<file path="src/rtl/bram_ctrl_pkg.sv">
// Shared constants for the BRAM stream reader: FSM encoding, default geometry
// and the read-credit rule.
package bram_ctrl_pkg;

   localparam int DEF_WIDTH = 32;
   localparam int DEF_DEPTH = 256;

   localparam logic [1:0] ST_IDLE  = 2'd0;
   localparam logic [1:0] ST_RUN   = 2'd1;
   localparam logic [1:0] ST_DRAIN = 2'd2;
   localparam logic [1:0] ST_DONE  = 2'd3;

   // credit = reads in flight + buffered words; the 2-entry buffer can always
   // absorb a new read below 2, or at 2 when a word leaves this cycle.
   function automatic logic credit_ok(input logic [2:0] credit, input logic pop);
      return (credit < 3'd2) || ((credit == 3'd2) && pop);
   endfunction

endpackage

</file>
<file path="src/rtl/stream_fifo2.sv">
// Two-entry synchronous FIFO; a push into a full FIFO is accepted only when a
// pop happens in the same cycle.
module stream_fifo2 #(
   parameter int W = 33
) (
   input  logic         clk,
   input  logic         rst,
   input  logic         push,
   input  logic         pop,
   input  logic [W-1:0] din,
   output logic [W-1:0] dout,
   output logic         full,
   output logic         empty,
   output logic [1:0]   count
);

   logic [W-1:0] mem [2];
   logic         wr_ptr;
   logic         rd_ptr;
   logic         do_push;
   logic         do_pop;

   assign full    = (count == 2'd2);
   assign empty   = (count == 2'd0);
   assign do_pop  = pop && !empty;
   assign do_push = push && (!full || do_pop);
   assign dout    = mem[rd_ptr];

   always_ff @(posedge clk) begin
      if (rst) begin
         mem[0] <= '0;
         mem[1] <= '0;
         wr_ptr <= 1'b0;
         rd_ptr <= 1'b0;
         count  <= 2'd0;
      end else begin
         if (do_push) begin
            mem[wr_ptr] <= din;
            wr_ptr      <= !wr_ptr;
         end
         if (do_pop)
            rd_ptr <= !rd_ptr;
         case ({do_push, do_pop})
            2'b10:   count <= count + 2'd1;
            2'b01:   count <= count - 2'd1;
            default: count <= count;
         endcase
      end
   end

endmodule

</file>
<file path="src/rtl/bram_stream_reader.sv">
// Reads a burst of consecutive BRAM words (wrapping at DEPTH) and streams them
// out on an AXI-Stream master, throttled by a two-word read credit.
module bram_stream_reader
   import bram_ctrl_pkg::*;
#(
   parameter int WIDTH = DEF_WIDTH,
   parameter int DEPTH = DEF_DEPTH,
   parameter int ADDR  = $clog2(DEPTH)
) (
   input  logic             clk,
   input  logic             rst,
   input  logic             cfg_start,
   input  logic [ADDR-1:0]  cfg_base,
   input  logic [ADDR:0]    cfg_len,
   output logic             busy,
   output logic             done,
   output logic             bram_en,
   output logic [ADDR-1:0]  bram_addr,
   input  logic [WIDTH-1:0] bram_dout,
   input  logic             bram_valid,
   output logic [WIDTH-1:0] m_axis_tdata,
   output logic             m_axis_tvalid,
   input  logic             m_axis_tready,
   output logic             m_axis_tlast
);

   localparam logic [ADDR:0]   LEN_ONE  = 1;
   localparam logic [ADDR-1:0] ADDR_ONE = 1;

   logic [1:0]      state;
   logic [ADDR-1:0] addr;
   logic [ADDR:0]   len_q;
   logic [ADDR:0]   remaining;
   logic [ADDR:0]   pushed;
   logic [1:0]      inflight;
   logic            done_q;

   logic [WIDTH:0]  fifo_din;
   logic [WIDTH:0]  fifo_dout;
   logic            fifo_full;
   logic            fifo_empty;
   logic [1:0]      fifo_count;

   logic            issue;
   logic            push;
   logic            pop;
   logic [2:0]      credit;

   assign credit = {1'b0, inflight} + {1'b0, fifo_count};
   assign pop    = !fifo_empty && m_axis_tready;
   assign issue  = !rst && (state == ST_RUN) && (remaining != '0) && credit_ok(credit, pop);

   // A strobe with no read outstanding (stray, or left over from a reset) is dropped.
   assign push     = !rst && bram_valid && (inflight != 2'd0) && (!fifo_full || pop);
   assign fifo_din = {(pushed == len_q - LEN_ONE), bram_dout};

   stream_fifo2 #(
      .W (WIDTH + 1)
   ) u_fifo (
      .clk   (clk),
      .rst   (rst),
      .push  (push),
      .pop   (pop),
      .din   (fifo_din),
      .dout  (fifo_dout),
      .full  (fifo_full),
      .empty (fifo_empty),
      .count (fifo_count)
   );

   assign busy          = (state != ST_IDLE);
   assign done          = done_q;
   assign bram_en       = issue;
   assign bram_addr     = addr;
   assign m_axis_tvalid = !fifo_empty;
   assign m_axis_tdata  = fifo_empty ? '0 : fifo_dout[WIDTH-1:0];
   assign m_axis_tlast  = !fifo_empty && fifo_dout[WIDTH];

   always_ff @(posedge clk) begin
      if (rst) begin
         state     <= ST_IDLE;
         addr      <= '0;
         len_q     <= '0;
         remaining <= '0;
         pushed    <= '0;
         inflight  <= 2'd0;
         done_q    <= 1'b0;
      end else begin
         // done is registered off the DONE state, so it trails DONE by a cycle
         done_q <= (state == ST_DONE);

         if (push)
            pushed <= pushed + LEN_ONE;

         case ({issue, push})
            2'b10:   inflight <= inflight + 2'd1;
            2'b01:   inflight <= inflight - 2'd1;
            default: inflight <= inflight;
         endcase

         if (issue) begin
            addr      <= addr + ADDR_ONE;
            remaining <= remaining - LEN_ONE;
         end

         case (state)
            ST_IDLE: begin
               if (cfg_start) begin
                  len_q     <= cfg_len;
                  remaining <= cfg_len;
                  addr      <= cfg_base;
                  pushed    <= '0;
                  state     <= (cfg_len != '0) ? ST_RUN : ST_DONE;
               end
            end
            ST_RUN: begin
               if (issue && (remaining == LEN_ONE))
                  state <= ST_DRAIN;
            end
            ST_DRAIN: begin
               if (pop && m_axis_tlast)
                  state <= ST_DONE;
            end
            ST_DONE:  state <= ST_IDLE;
            default:  state <= ST_IDLE;
         endcase
      end
   end

endmodule

</file>
<file path="config.mk">
export PLATFORM = sky130hd
export DESIGN_NAME = bram_stream_reader
export DESIGN_NICKNAME = d
export VERILOG_FILES = /design/src/rtl/bram_ctrl_pkg.sv /design/src/rtl/stream_fifo2.sv /design/src/rtl/bram_stream_reader.sv
export SDC_FILE = /design/constraint.sdc
export NUM_CORES = 1
export LEC_CHECK = 0
export CELL_PAD_IN_SITES_DETAIL_PLACEMENT = 0
export CELL_PAD_IN_SITES_GLOBAL_PLACEMENT = 1
export CORE_MARGIN = 2
export CORE_UTILIZATION = 42
export CTS_BUF_LIST = sky130_fd_sc_hd__clkbuf_4 sky130_fd_sc_hd__clkbuf_8 sky130_fd_sc_hd__clkbuf_16
export CTS_CLUSTER_DIAMETER = 40
export DETAILED_ROUTE_END_ITERATION = 6
export PLACE_DENSITY_LB_ADDON = 0.1
export SETUP_SLACK_MARGIN = 0.05
export SLEW_MARGIN = 10
export SYNTH_ARGS = -nofsm -noshare
export SYNTH_HDL_FRONTEND = slang
export SYNTH_HIERARCHICAL = 1
export SYNTH_SLANG_ARGS = --single-unit
</file>
<file path="constraint.sdc">
create_clock -name clk -period 4.5 [get_ports clk]
set_input_delay 0.9 -clock clk [delete_from_list [all_inputs] [get_ports clk]]
set_output_delay 0.9 -clock clk [all_outputs]
set_load 0.02 [all_outputs]
</file>
==> reports/qor.yml, run 1 <==
status: "completed"
wire_per_inst_um: 15.3
r2r-start: "u_fifo/count[0]"
area_growth_pct: 25.1
cpLargestDelayFamily: "buffers and inverters"
synthCells: 533
p_leak_uw: 0.00256
h-tree-depth: 3
grt_pass1_wl_mm: 20.3
cp_cell_sequence: "clkdlybuf4s50_1, nor3b_1, o21ai_2, nor2_4, clkdlybuf4s50_1"
port_buffers: 98
via_per_inst: 5.08
drive_above_1_share: 0.137
place_area_um2: 6910
critPathLaunchType: "input pin"
switching_share: 0.309
regToRegSetupSlack_ns: 1.70
synth_top_area_frac: 0.344
yosys.area_share.simple: 0.237
p_switching_uw: 897
synth_area_leaders: "edfxtp_1 34%, dfxtp_1 16%, mux2_2 6.4%, and2_1 6.1%, nor2b_1 3.8%"
worst_pin_slew_ns: 0.872
grt_max_degree: 43
syn_area_um2: 5760
dpl.cell_count: 786
setup_viol: 0
required_ns: 3.60
finalHoldViolations: 0
synthArstFlopShare: 0
max_stage_delay_ns: 0.64
rsz0062_at_grt: "false"
crit_buf_inv: 2
reg2reg_depth: 9
synth-edff-count: 66
crit_top_cell: "clkdlybuf4s50_1"
min_from: "len_q[8]"
cts_tree: "yes"
postCtsHoldBufs: 0
synth_top_area_cell: "edfxtp_1"
synth-seq-cells: 111
clock.fmax_mhz: 270
ys.flop_type: "edfxtp_1"
p_comb_frac: 0.279
grt-ovfl-total: 0
synth_top_family_by_area: "simple AND/OR/NAND/NOR gates"
core_area_um2: 13300
max_slew_margin: 0.419
die_w_um: 121
ant_nets: 0
clock-sinks: 111
clockPowerShare: 0.276
num_vias: 4072
dieHeight_um: 121
synth_xor_area_frac: 0.0593
ctsResizeCount: 0
first_iter_violations: 234
die-area_um2: 14700
avgSynthCellArea_um2: 10.8
synth_fa_ha_area_frac: 0.0317
fin_crit_ns: 3.70
place.gp.congestion: 0.745
endpoint_kind: "output port"
power.internal_uw: 2010
dp_hpwl_mm: 8.38
crit_arrival_ns: 2.80
peakVddDrop_uv: 264
finClkSkew_ns: 0.00906
yosys_warnings: 6
n_antenna_cell: 0
synth_compound_area_frac: 0.0669
fin_crit_sh: 0.823
synthTopCellsByCount: "66 x edfxtp_1, 56 x and2_1, 45 x dfxtp_1"
drv_cap: 0
cp_max_fo: 10
seqPwrFrac: 0.445
muxShareOfSynthArea: 0.0706
cts_buffers: 9
power_per_cell_area_nw_per_um2: 403
wirelength_mm: 12.3
clockBufferDepth: 2
instances_no_fill: 802
cp_slowest_cell: "clkdlybuf4s50_1"
clk_latency_ns: 0.35
fillers: 1172
min_to: "len_q[8]"
nNetsFinal: 689
grt_usage: 0.176
fin_tns_setup_ns: 0
synth_nets: 601
synth_cell_types: 59
antenna_found_initial: 0
root_buffer: "clkbuf_16"
yosysMostFrequentCell: "edfxtp_1"
yosysSeqAreaShare: 0.500
ios: 99
cts.clk_slew.worst_paths_ns: 0.07
row_count: 42
first_pass_iters: 4
holdPathStages: 2
post-cts-setup-buffers: 0
final_area_um2: 7210
grt_pass1_vias: 4154
maxSlewViolCount: 0
drc: 0
start_util: 0.433
r2r-end: "inflight[1]"
hold_path_class: "reg -> reg"
critPathKind: "in -> out"
==> area by class of cell <==
type,instances,area (um2),area share
clock buffer,10,233,0.0323
clock inverter,6,60.1,0.00833
inverter,18,67.6,0.00938
multi-input combinational,375,2700,0.375
sequential,111,2880,0.400
tap,176,220,0.0306
timing repair buffer,106,1040,0.144
==> placed cells by master (no fill, tap or decap), types with 3 or more instances in the layout <==
cell type        instances
nor2b_1                 35
nand2_1                 27
xor2_1                  14
nor4_1                   9
and2_2                  14
clkbuf_16                9
nor2_1                  42
o21ai_0                  8
nor3_1                   7
edfxtp_1                66
a21oi_1                 13
dfxtp_1                 45
nand3_1                  6
nor3b_1                  3
nand4_1                  8
a311oi_1                 3
mux2_2                  33
clkdlybuf4s50_1         98
and2_1                  56
nand2b_1                 6
a211oi_1                14
ha_1                    13
buf_4                    8
inv_1                   18
xnor2_1                 25
==> through the flow <==
step / hold WS, ns / utilization / power, uW / setup slack (ns)
after floorplan: 0.445 / - / 1860 / 0.571
after global placement: 0.479 / 0.520 / 2110 / 0.848
after detailed placement: 0.485 / 0.520 / 2130 / 0.796
after CTS: 0.496 / 0.542 / 2940 / 0.784
after global routing: 0.522 / 0.542 / 3070 / 0.638
final: 0.489 / 0.542 / 2900 / 0.797
==> worst max-delay path by stage <==
stage,start,cells after the start,slack [ns],end
3_3_place_gp,m_axis_tready,5,0.85,bram_en
6_report,m_axis_tready,5,0.80,bram_en
2_1_floorplan,m_axis_tready,4,0.57,u_fifo/mem[0][0]
4_1_cts,m_axis_tready,5,0.78,bram_en
5_1_grt,u_fifo/count[0],6,0.64,bram_en
3_5_place_dp,m_axis_tready,5,0.80,bram_en
==> cell families (layout without fill, tap and decap cells) <==
group | Yosys count | in the layout
flops | 111 | 111
compound gates | 53 | 53
fa+ha+maj | 14 | 14
mux | 36 | 36
simple gates | 233 | 233
xor+xnor | 39 | 39
buf+inv | 47 | 140
==> state kept, by name, indices dropped and copies added, names as in the netlist, named ones only <==
| name | flops |
|---|---|
| u_fifo/mem | 66 |
| len_q | 9 |
| pushed | 9 |
| remaining | 9 |
| bram_addr | 8 |
| inflight | 2 |
| state | 2 |
| u_fifo/count | 2 |
| done | 1 |
| u_fifo/rd_ptr | 1 |
| u_fifo/wr_ptr | 1 |
==> worst min-delay path: cells and delay by family, from the launching register on <==
family,cells,cell delay (ns)
AND/OR/NAND/NOR,1,0.06
AO/OA/AOI/OAI,1,0.06
flip-flops,1,0.33
==> routing by layer <==
layer / routed length, um / vias up / GRT usage
li1: - / 2015 / -
met1: 5500 / 1970 / 0.224
met2: 6130 / 76 / 0.304
met3: 469 / 11 / 0.0244
met4: 183 / 0 / 0.0610
met5: 0 / - / 0
==> power groups by stage <==
stage / Clock [uW] / Sequential [uW] / Combinational [uW]
final: 802 / 1290 / 810
after global routing: 861 / 1310 / 902
after CTS: 821 / 1290 / 821
after detailed placement: 0 / 1320 / 814
after global placement: 0 / 1310 / 805
after floorplan: 0 / 1320 / 538
Note: power is estimated with default switching activity, not from simulation.
==> inputs of run 2 (changes only) <==
Settings changed: CORE_UTILIZATION 42 to 38.
Clock period 4.5 ns to 3.4 ns, I/O delays scaled along.
==> reports/qor.yml, run 2 (synthesized netlist as in run 1, its figures left out) <==
grt_pass1_vias: 4011  # was 4154
rsz0062_at_grt: "false"  # unchanged
endpoint_kind: "output port"  # unchanged
grt-ovfl-total: 0  # unchanged
clock.fmax_mhz: 313
fin_crit_ns: 3.19
nNetsFinal: 694  # was 689
critPathKind: "in -> out"  # unchanged
antenna_found_initial: 0  # unchanged
port_buffers: 98  # unchanged
area_growth_pct: 26.7  # was 25.1%
dp_hpwl_mm: 8.49  # was 8.38 mm
clock-sinks: 111  # unchanged
first_pass_iters: 4  # unchanged
via_per_inst: 4.93  # was 5.08
regToRegSetupSlack_ns: 0.76  # was 1.70 ns
cp_max_fo: 10  # unchanged
fillers: 1388  # was 1172
first_iter_violations: 151  # was 234
power.internal_uw: 2680  # was 2010 uW
p_switching_uw: 1180  # was 897 uW
ios: 99  # unchanged
p_leak_uw: 0.00260  # was 0.00256 uW
clk_latency_ns: 0.35  # about the same
seqPwrFrac: 0.443  # was 0.445
switching_share: 0.305  # was 0.309
cts_tree: "yes"  # unchanged
wirelength_mm: 12.4  # was 12.3 mm
mostFrequentLayoutCells: "98 x clkdlybuf4s50_1, 66 x edfxtp_1, 56 x and2_1"  # unchanged
finClkSkew_ns: 0.00571  # was 0.00906 ns
grt_usage: 0.156  # was 0.176
fin_tns_setup_ns: 0  # unchanged
power_uw: 3860  # was 2900 uW
finalHoldViolations: 0  # unchanged
worst_pin_slew_ns: 0.630  # was 0.872 ns
start_util: 0.383  # was 0.433
max_slew_margin: 0.578  # was 0.419
h-tree-depth: 3  # unchanged
postCtsHoldBufs: 0  # unchanged
peakVddDrop_uv: 262  # was 264 uV
row_count: 45  # was 42
r2r-start: "u_fifo/count[0]"  # unchanged
regMostFlops: "u_fifo/mem"  # unchanged
drv_cap: 0  # unchanged
status: "completed"  # unchanged
root_buffer: "clkbuf_16"  # unchanged
die-area_um2: 16200  # was 14700 um2
regArea_um2: 2890  # was 2880 um2
grt_pass1_wl_mm: 19.8  # was 20.3 mm
instances_no_fill: 819  # was 802
n_antenna_cell: 0  # unchanged
hold_path_class: "reg -> reg"  # unchanged
place.gp.congestion: 0.763  # was 0.745
drc: 0  # unchanged
clockPowerShare: 0.271  # was 0.276
reg2reg_depth: 10  # was 9
clockBufferDepth: 2  # unchanged
largest_register_ff_count: 66  # unchanged
drive_above_1_share: 0.144  # was 0.137
final_common_cell: "clkdlybuf4s50_1"  # unchanged
core_area_um2: 15000  # was 13300 um2
num_vias: 4040  # was 4072
ant_nets: 0  # unchanged
cts.clk_slew.worst_paths_ns: 0.07  # about the same
setup_viol: 0  # unchanged
critPathLaunch: "m_axis_tready"  # unchanged
p_comb_frac: 0.286  # was 0.279
wire_per_inst_um: 15.1  # was 15.3 um
crit_arrival_ns: 2.51  # was 2.80 ns
dpl.cell_count: 803  # was 786
dieHeight_um: 127  # was 121 um
post-cts-setup-buffers: 0  # unchanged
r2r-end: "inflight[1]"  # unchanged
cts_buffers: 9  # unchanged
critPathLaunchType: "input pin"  # unchanged
die_w_um: 127  # was 121 um
multiInputGateArea_um2: 2710  # was 2700 um2
maxSlewViolCount: 0  # unchanged
power_per_cell_area_nw_per_um2: 529  # was 403 nW/um2
cp-endpoint: "bram_en"  # unchanged
grt_max_degree: 42  # was 43
fin_crit_sh: 0.939
required_ns: 2.72  # was 3.60 ns
## run 2: changes by cell type in the layout (fill, tap and decap cells not counted), sizes merged
cell,previous run,this run
clkinv,2,3
inv,19,18
clkbuf,10,11
buf,8,13
clkinvlp,2,1
## run 2: power by group through the flow
stage	sequential, uW	combinational [uW]	clock, uW
after floorplan	1740	713	0
after global placement	1730	1090	0
after detailed placement	1740	1110	0
after CTS	1710	1120	1080
after global routing	1730	1220	1130
final	1710	1100	1050
## run 2: through the flow
step	hold WS [ns]	instance area (um2)	utilization	worst slack (ns)
2_1_floorplan	0.445	5770	-	0.302
3_3_place_gp	0.467	7000	0.466	0.295
3_5_place_dp	0.464	7000	0.466	0.252
4_1_cts	0.473	7300	0.485	0.107
5_1_grt	0.496	7300	0.485	0.149
6_report	0.469	7300	0.485	0.206
## run 2: worst min-delay path by stage
stage / slack (ns) / cells after the start / from / endpoint
6_report: 0.47 / 2 / len_q[7] / len_q[7]
2_1_floorplan: 0.45 / 2 / len_q[7] / len_q[7]
3_5_place_dp: 0.46 / 2 / len_q[7] / len_q[7]
3_3_place_gp: 0.47 / 2 / len_q[8] / len_q[8]
5_1_grt: 0.50 / 2 / len_q[7] / len_q[7]
4_1_cts: 0.47 / 2 / len_q[7] / len_q[7]
## run 2: worst max-delay path: stages
cell and delay, ns:
clkdlybuf4s50_1 0.49, nor3b_1 0.42, o21ai_4 0.17, nor2_4 0.14
clkdlybuf4s50_1 0.60
## run 2: per-layer routing
metal / GRT usage / part of all wire / up-vias
met5: 0 / 0 / -
met4: 0.0614 / 0.016 / 0
met3: 0.0255 / 0.032 / 14
met2: 0.273 / 0.49 / 81
met1: 0.192 / 0.46 / 1914
li1: - / - / 2031
## run 2: area by class of cell
| type | count | area share |
|---|---|---|
| sequential | 111 | 0.395 |
| multi-input combinational | 375 | 0.371 |
| timing repair buffer | 111 | 0.153 |
| clock buffer | 11 | 0.0329 |
| tap | 188 | 0.0322 |
| inverter | 18 | 0.00926 |
| clock inverter | 5 | 0.00669 |
## run 2: timing repair
item	CTS	global route
pin swaps	0	0
setup endpoints to repair	1	1
resized for setup	1	1
